$ cat src/rtl/fx3_packet_sender.sv
// fx3_packet_sender: reads one full packet at a time from the sample FIFO and
// streams it to the FX3 slave FIFO. The SLWR# strobe is derived from readData
// delayed by the FIFO/converter read latency, so strobes line up with data.
module fx3_packet_sender #(
  parameter int PACKET_WORDS = 8192,  // words per USB packet, >= 2
  parameter int READ_LATENCY = 2,     // readData -> valid fifoData, >= 1
  parameter int GAP_CYCLES   = 2      // idle cycles after each packet, >= 1
) (
  input  logic        fx3_clock,
  input  logic        reset,
  input  logic        collectData,
  input  logic        dataAvailable,
  input  logic        fx3_ready,
  input  logic [15:0] fifoData,
  output logic        readData,
  output logic [15:0] dataOut,
  output logic        fx3_nWrite,
  output logic        busy,
  output logic [15:0] packetCount
);

  // One counter is shared by the burst, drain and gap phases, so it is sized
  // for the longest of them.
  localparam int CW = $clog2(PACKET_WORDS + READ_LATENCY + GAP_CYCLES + 1);
  localparam logic [CW-1:0] LAST_WORD  = CW'(PACKET_WORDS - 1);
  localparam logic [CW-1:0] LAST_DRAIN = CW'(READ_LATENCY);
  localparam logic [CW-1:0] LAST_GAP   = CW'(GAP_CYCLES - 1);

  typedef enum logic [1:0] {
    IDLE,
    STREAM,
    DRAIN,
    GAP
  } state_t;

  state_t             state_reg, state_next;
  logic [CW-1:0]      cnt_reg, cnt_next;
  logic               read_reg, read_next;
  logic               busy_reg, busy_next;
  logic [15:0]        packet_count_reg, packet_count_next;
  logic [READ_LATENCY-1:0] valid_pipe;
  logic [15:0]        data_reg;
  logic               nwrite_reg;

  // Control registers: state, phase counter and registered control outputs.
  always_ff @(posedge fx3_clock or posedge reset) begin
    if (reset) begin
      state_reg        <= IDLE;
      cnt_reg          <= '0;
      read_reg         <= 1'b0;
      busy_reg         <= 1'b0;
      packet_count_reg <= '0;
    end else begin
      state_reg        <= state_next;
      cnt_reg          <= cnt_next;
      read_reg         <= read_next;
      busy_reg         <= busy_next;
      packet_count_reg <= packet_count_next;
    end
  end

  // Next-state logic; inputs are only looked at in IDLE, so a started packet
  // always runs to completion.
  always_comb begin
    state_next        = state_reg;
    cnt_next          = cnt_reg;
    read_next         = 1'b0;
    packet_count_next = packet_count_reg;
    case (state_reg)
      IDLE: begin
        if (collectData && dataAvailable && fx3_ready) begin
          state_next = STREAM;
          read_next  = 1'b1;
          cnt_next   = '0;
        end
      end
      STREAM: begin
        if (cnt_reg == LAST_WORD) begin
          state_next = DRAIN;
          cnt_next   = '0;
        end else begin
          read_next = 1'b1;
          cnt_next  = cnt_reg + 1'b1;
        end
      end
      DRAIN: begin
        // The last strobe cycle ends on the edge that leaves DRAIN.
        if (cnt_reg == LAST_DRAIN) begin
          state_next        = GAP;
          cnt_next          = '0;
          packet_count_next = packet_count_reg + 16'd1;
        end else begin
          cnt_next = cnt_reg + 1'b1;
        end
      end
      GAP: begin
        if (cnt_reg == LAST_GAP) begin
          state_next = IDLE;
          cnt_next   = '0;
        end else begin
          cnt_next = cnt_reg + 1'b1;
        end
      end
      default: begin
        state_next = IDLE;
        cnt_next   = '0;
      end
    endcase
    busy_next = (state_next != IDLE);
  end

  // Valid pipeline: readData delayed READ_LATENCY cycles marks fifoData valid.
  generate
    for (genvar gi = 0; gi < READ_LATENCY; gi++) begin : g_valid
      if (gi == 0) begin : g_first
        // First stage samples the read request itself.
        always_ff @(posedge fx3_clock or posedge reset) begin
          if (reset) valid_pipe[gi] <= 1'b0;
          else       valid_pipe[gi] <= read_reg;
        end
      end else begin : g_rest
        // Later stages simply shift the valid flag along.
        always_ff @(posedge fx3_clock or posedge reset) begin
          if (reset) valid_pipe[gi] <= 1'b0;
          else       valid_pipe[gi] <= valid_pipe[gi-1];
        end
      end
    end
  endgenerate

  // FX3 bus register: data always follows fifoData, strobe follows valid.
  always_ff @(posedge fx3_clock or posedge reset) begin
    if (reset) begin
      data_reg   <= '0;
      nwrite_reg <= 1'b1;
    end else begin
      data_reg   <= fifoData;
      nwrite_reg <= ~valid_pipe[READ_LATENCY-1];
    end
  end

  assign readData    = read_reg;
  assign dataOut     = data_reg;
  assign fx3_nWrite  = nwrite_reg;
  assign busy        = busy_reg;
  assign packetCount = packet_count_reg;

endmodule

$ cat config.mk
export PLATFORM = sky130hd
export DESIGN_NAME = fx3_packet_sender
export DESIGN_NICKNAME = d
export VERILOG_FILES = /design/src/rtl/fx3_packet_sender.sv
export SDC_FILE = /design/constraint.sdc
export NUM_CORES = 1
export LEC_CHECK = 0
export CAP_MARGIN = 20
export CORE_MARGIN = 3
export CORE_UTILIZATION = 35
export DETAILED_ROUTE_END_ITERATION = 12
export PLACE_DENSITY = 0.64
export SLEW_MARGIN = 10
export SYNTH_ARGS = -nofsm -noshare
export SYNTH_HDL_FRONTEND = slang
export SYNTH_SLANG_ARGS = --single-unit
export TNS_END_PERCENT = 5
$ cat constraint.sdc
create_clock -name fx3_clock -period 6.8 [get_ports fx3_clock]
set_clock_uncertainty 0.1 [all_clocks]
set_input_delay 1.02 -clock fx3_clock [delete_from_list [all_inputs] [get_ports fx3_clock]]
set_output_delay 1.02 -clock fx3_clock [all_outputs]
set_load 0.05 [all_outputs]
==> impl_metrics.csv, run 1 <==
group,metric,value,unit
placed_design,routabilityCongestion,0.8216,
drt,vias,1602,
setup_path,slowest_delay,0.85,ns
die,start_util,36.94,%
setup_path,worstSetupEndpoint,"packetCount[4]",
clock_network,cts_hold_buf,0,
synthesis,syn_area,2226,µm²
global_route,grt_use_total,12.39,%
worst_hold_path,hold_path_depth,0,
setup_path,reg2reg_to,"cnt_reg[11]$_DFFE_PP0P_",
clock_network,root_buffer,"clkbuf_8",
pwr,peakVddDrop,0.0001257,V
placed_design,place_hpwl,3133,µm
synthesis,seq_area_frac_synth,59.64,%
sta,worst_slack,4.052,ns
clock_network,cts.reportedPaths.clkPinSlew,0.10,ns
global_route,grt_pass1_vias,1508,
worst_hold_path,hold_path_class,"reg -> reg",
layout,n_antenna_cell,0,
setup_path,crit_cells,1,
setup_path,critPathBufInv,1,
synthesis,synth_fp_nets,218,
pwr,switching_power,0.1308,mW
layout,fin_nets,274,
setup_path,start_kind,"flop",
die,fp.dieH,85.75,µm
pwr,pwr-share-clk,36.8,%
job,maxCapViolCount,0,
pwr,p_leak,1.264,nW
drt,drt_iter0_drc,70,
drt,met1_length,2027,µm
sta,rsz0062_at_grt,"no",
die,core.rowCount,28,
setup_path,timing.rr.start,"cnt_reg[0]$_DFFE_PP0P_",
sta,hold_ws,0.2566,ns
drt,wl_met2,2026,µm
drt,ant_nets,0,
sta,fmax,0.3639,GHz
drt,viasPerCell,4.929,
setup_path,crit_type,"reg -> out",
synthesis,synth_edf_count,0,
synthesis,netlist_instances,193,
drt,wl_met3,273,µm
global_route,grt_pass1_wl,7286,µm
global_route,grt.overflow.total,0,
setup_path,reg2reg_depth,6,
drt,remaining_drc_errors,0,
clock_network,cts_resized,0,
sta,setup_viol,0,
drt,wire_per_inst,13.38,µm
sta,setup_tns,0,ns
die,ioPinCount,56,
layout,final_common_cell,"clkdlybuf4s50_1",
synthesis,synth-main-ff-cell,"dfrtp_1",
sta,slew_violations,0,
sta,finalCritPeriodShare,40.41,%
sta,tightest_slew,0.9936,ns
layout,drive_gt1_share,6.800,%
layout,most-common-layout-cells,"55 x clkdlybuf4s50_1, 52 x dfrtp_1, 20 x nand2_1",
pwr,power_density,195.9,nW/µm²
pwr,p_sw_share,22.57,%
setup_path,path_cells,"clkdlybuf4s50_1",
setup_path,startpoint,"packetCount[4]$_DFFE_PP0P_",
pwr,p_int,0.4487,mW
setup_path,cp_top_family,"buffers and inverters",
synthesis,syn_avg_cell_area,11.53,µm²
clock_network,cts.sinks,53,
die,fp.dieArea,7352,µm²
clock_network,post_cts_buffers,0,
clock_network,htreeDepth,2,
setup_path,rrSetupSlack,4.22,ns
global_route,antenna_found_initial,0,
die,core_area,6026,µm²
layout,fillerInstances,532,
layout,syn_to_final_growth,32.88,%
setup_path,cp_max_fo,6,
pwr,sequentialPowerShare,55.4,%
worst_hold_path,hp-start,"valid_pipe[0]$_DFF_PP0_",
synthesis,ys_types,42,
drt,finalWirelength,4347,µm
clock_network,cts_buffer_depth,2,
global_route,grt_max_degree,54,
setup_path,worstPathArrival,1.63,ns
clock_network,clock_latency,0.30,ns
placed_design,io_buffers,55,
drt,maxUsedRoutingLayer,"met4",
synthesis,synthArstFlopShare,100.0,%
sta,min_period,2.748,ns
clock_network,cts_tree,"done",
sta,slew_headroom,33.31,%
synthesis,yosys_warnings,0,
clock_network,cts_buffers,5,
sta,hold_viol,0,
setup_path,slowest_stage,"clkdlybuf4s50_1",
synthesis,ys_seq_elements,53,
setup_path,end_kind,"output port",
die,die_x,85.75,µm
layout,fin_util,49.09,%
drt,drt_pre_antenna_iters,4,
setup_path,required,5.68,ns
placed_design,pre_cts_ws,4.198,ns
pwr,p_comb_share,7.8,%
outcome,status,"completed",
[stage by stage]
step / cells / total power, mW / area, µm²
after floorplan: 193 / 0.3497 / 2226
after global placement: 317 / 0.3730 / 2846
after detailed placement: 317 / 0.3737 / 2846
after CTS: 325 / 0.5877 / 2958
after global routing: 325 / 0.6024 / 2958
final: 325 / 0.5795 / 2958
[power groups by stage]
stage / clock [mW] / sequential (mW) / combinational [mW]
3_5_place_dp: 0 / 0.327 / 0.0465
6_report: 0.213 / 0.321 / 0.0455
4_1_cts: 0.220 / 0.321 / 0.0466
5_1_grt: 0.233 / 0.321 / 0.0483
3_3_place_gp: 0 / 0.327 / 0.0460
2_1_floorplan: 0 / 0.345 / 0.00480
[cell usage after synthesis (4+ instances only)]
cell / number / share of area [%]
and3_1: 4 / 1.1
nand2b_1: 4 / 1.1
nand2_1: 20 / 3.4
and2_1: 4 / 1.1
nor2_1: 10 / 1.7
dfrtp_1: 52 / 58
ha_1: 4 / 2.2
nand4_1: 4 / 1.1
o21ai_0: 7 / 1.6
and4_1: 5 / 2.0
nand3_1: 9 / 2.0
clkbuf_1: 5 / 0.84
a21oi_1: 6 / 1.3
xnor2_1: 13 / 5.1
inv_1: 6 / 1.0
a31oi_1: 6 / 1.7
[routing by layer]
| metal | GRT usage, % | vias up |
|---|---|---|
| met3 | 3.266 | 2 |
| met1 | 16.77 | 764 |
| met5 | 0 | - |
| met2 | 19.70 | 45 |
| li1 | - | 791 |
| met4 | 3.453 | 0 |
[how the worst min path moves through the flow]
stage | slack (ns) | endpoint
6_report | 0.26 | valid_pipe[1]$_DFF_PP0_
3_3_place_gp | 0.24 | valid_pipe[1]$_DFF_PP0_
5_1_grt | 0.27 | valid_pipe[1]$_DFF_PP0_
3_5_place_dp | 0.24 | valid_pipe[1]$_DFF_PP0_
2_1_floorplan | 0.23 | valid_pipe[1]$_DFF_PP0_
4_1_cts | 0.26 | valid_pipe[1]$_DFF_PP0_
[layout make-up]
type	count	area [µm²]	area share (%)
Clock inverter	2	38.79	1.311
Sequential cell	53	1328	44.88
Multi-Input combinational cell	127	844.6	28.55
Inverter	6	22.52	0.7614
Timing Repair Buffer	56	558.0	18.87
Tap cell	75	93.84	3.173
Clock buffer	6	72.57	2.453
[kinds of logic (layout without fill, tap and decap cells)]
group	after synthesis	in the layout	synth area share (%)
AOI/OAI and AO/OA	33	33	10.06
xor gates and xnor gates	16	16	6.296
adders and majority gates	4	4	2.249
buffers and inverters	13	70	2.417
DFF	53	53	59.64
muxes	2	2	0.9556
and+or+nand+nor	72	72	18.38
Power figures use the tool's default switching activity.
==> run 2: changes to the inputs <==
--- a/config.mk
+++ b/config.mk
@@ -9,7 +9,7 @@
 export CORE_MARGIN = 3
 export CORE_UTILIZATION = 35
 export DETAILED_ROUTE_END_ITERATION = 12
-export PLACE_DENSITY = 0.64
+export PLACE_DENSITY = 0.67
 export SLEW_MARGIN = 10
 export SYNTH_ARGS = -nofsm -noshare
 export SYNTH_HDL_FRONTEND = slang
==> constraint.sdc (replaced) <==
create_clock -name fx3_clock -period 2.5 [get_ports fx3_clock]
set_clock_uncertainty 0.1 [all_clocks]
set_input_delay 0.375 -clock fx3_clock [delete_from_list [all_inputs] [get_ports fx3_clock]]
set_output_delay 0.375 -clock fx3_clock [all_outputs]
set_load 0.05 [all_outputs]
==> run 2 against run 1 <==
  * Die area stayed put
  * Sequential cell count stayed put
  * Critical path depth is 5 higher
  * Core utilization is 0.69 points higher
  * Sequential power grew to 2.7 times the previous value
  * Clock power is 120% higher
  * Clock-buffer cell count stayed put
  * Global-route usage is 1.0 points higher
  * Total power grew to 2.5 times the previous value
==> impl_metrics.csv, run 2 (synthesis gave the netlist of run 1 again) <==
group,metric,value,unit
clock_network,clock_latency,0.30,ns
sta,finalCritPeriodShare,91.84,%
drt,vias,1661,
pwr,switching_power,0.3549,mW
global_route,grt_pass1_wl,7948,µm
layout,most-common-layout-cells,"55 x clkdlybuf4s50_1, 52 x dfrtp_1, 20 x nand2_1",
global_route,grt.overflow.total,0,
sta,min_period,2.296,ns
drt,drt_iter0_drc,96,
sta,tightest_slew,0.5177,ns
placed_design,routabilityCongestion,0.8642,
setup_path,slowest_delay,0.64,ns
global_route,antenna_found_initial,0,
placed_design,place_hpwl,3348,µm
placed_design,io_buffers,55,
layout,fin_nets,281,
clock_network,cts.reportedPaths.clkPinSlew,0.09,ns
pwr,p_int,1.120,mW
drt,ant_nets,0,
setup_path,crit_type,"reg -> reg",
drt,viasPerCell,5.003,
setup_path,cp_max_fo,12,
placed_design,dp_cells,324,
die,die_x,85.75,µm
sta,slew_violations,0,
drt,finalWirelength,4485,µm
sta,hold_viol,0,
job,maxCapViolCount,0,
sta,slew_headroom,65.38,%
clock_network,cts_hold_buf,0,
die,core_area,6026,µm²
clock_network,cts_buffer_depth,2,
pwr,p_sw_share,24.06,%
die,fp.dieH,85.75,µm
placed_design,dpl-instance-area,2912,µm²
drt,drt_pre_antenna_iters,4,
clock_network,cts_tree,"done",
layout,final_common_cell,"clkdlybuf4s50_1",
setup_path,end_kind,"flop",
pwr,p_leak,1.286,nW
die,ioPinCount,56,
pwr,peakVddDrop,0.0002572,V
layout,stdcell_count,332,
sta,setup_viol,0,
sta,rsz0062_at_grt,"no",
drt,remaining_drc_errors,0,
setup_path,path_cells,"or4_1, o41ai_2, o21ai_1, buf_4, a41oi_1, a31oi_1",
outcome,status,"completed",
setup_path,slowest_stage,"or4_1",
drt,wire_per_inst,13.51,µm
die,start_util,36.94,%
setup_path,required,2.58,ns
layout,drive_gt1_share,9.339,%
global_route,grt_use_total,13.43,%
pwr,p_comb_share,8.6,%
clock_network,cts_buffers,5,
worst_hold_path,hold_path_class,"in -> async",
clock_network,cts_resized,0,
clock_network,htreeDepth,2,
die,core.rowCount,28,
clock_network,cts.sinks,53,
layout,syn_to_final_growth,34.74,%
global_route,grt_pass1_vias,1665,
layout,final_area,2999,µm²
clock_network,post_cts_buffers,0,
pwr,pwr-share-clk,32.2,%
pwr,power_density,491.8,nW/µm²
setup_path,start_kind,"flop",
global_route,grt_max_degree,24,
setup_path,worstPathArrival,2.38,ns
sta,fmax,0.4356,GHz
pwr,sequentialPowerShare,59.1,%
layout,n_antenna_cell,0,
clock_network,root_buffer,"clkbuf_8",
die,fp.dieArea,7352,µm²
sta,setup_tns,0,ns
## run 2: cell count changes in the layout (fill, tap and decap cells not counted)
cell and change:
clkinv_4 -1, buf_4 +6, clkinvlp_4 +2, bufinv_16 -1, buf_12 +1
## run 2: cell type report
| class | count | area [µm²] |
|---|---|---|
| Sequential cell | 53 | 1328 |
| Clock buffer | 6 | 72.57 |
| Timing Repair Buffer | 63 | 623.1 |
| Clock inverter | 2 | 15.01 |
| Fill cell | 538 | 3027 |
| Inverter | 6 | 22.52 |
| Multi-Input combinational cell | 127 | 844.6 |
| Tap cell | 75 | 93.84 |
## run 2: critical path, delay by kind of cell (launching register included)
| kind | cells | cell delay [ns] |
|---|---|---|
| AOI/OAI and AO/OA | 4 | 0.78 |
| and+or+nand+nor | 1 | 0.64 |
| DFF | 1 | 0.44 |
| buffers and inverters | 1 | 0.22 |
## run 2: path summary, 6_finish.rpt
| kind | to | cells after the start | startpoint | slack (ns) |
|---|---|---|---|---|
| min in group fx3_clock | fx3_nWrite$_DFF_PP1_ | 1 | valid_pipe[1]$_DFF_PP0_ | 0.26 |
| worst min-delay path | valid_pipe[1]$_DFF_PP0_ | 2 | reset | 0.26 |
| max in group asynchronous | dataOut[8]$_DFF_PP0_ | 3 | reset | 1.51 |
| worst min register to register | fx3_nWrite$_DFF_PP1_ | 1 | valid_pipe[1]$_DFF_PP0_ | 0.26 |
| worst max register to register | cnt_reg[3]$_DFFE_PP0P_ | 6 | cnt_reg[10]$_DFFE_PP0P_ | 0.20 |
| worst max-delay path | cnt_reg[3]$_DFFE_PP0P_ | 6 | cnt_reg[10]$_DFFE_PP0P_ | 0.20 |
## run 2: stage by stage
step	hold WS (ns)	setup slack [ns]	util, %	total power, mW
2_1_floorplan	0.2312	0.3301	-	0.9513
3_3_place_gp	0.2362	0.2426	48.32	1.019
3_5_place_dp	0.2443	0.2209	48.32	1.020
4_1_cts	0.2632	0.2028	49.77	1.503
5_1_grt	0.2685	0.06894	49.77	1.543
6_report	0.2621	0.2041	49.77	1.475
## run 2: power by group through the flow
stage / logic, mW / registers, mW / clock network [mW]
2_1_floorplan: 0.0131 / 0.938 / 0
3_3_place_gp: 0.129 / 0.890 / 0
3_5_place_dp: 0.130 / 0.890 / 0
4_1_cts: 0.131 / 0.873 / 0.500
5_1_grt: 0.136 / 0.874 / 0.532
6_report: 0.128 / 0.872 / 0.475
## run 2: per-layer routing
metal,GRT usage (%),share of wire [%],vias up
met5,0,0,-
li1,-,-,803
met2,22.81,48,60
met1,16.83,44,792
met3,3.266,6.9,6
met4,4.317,1.3,0
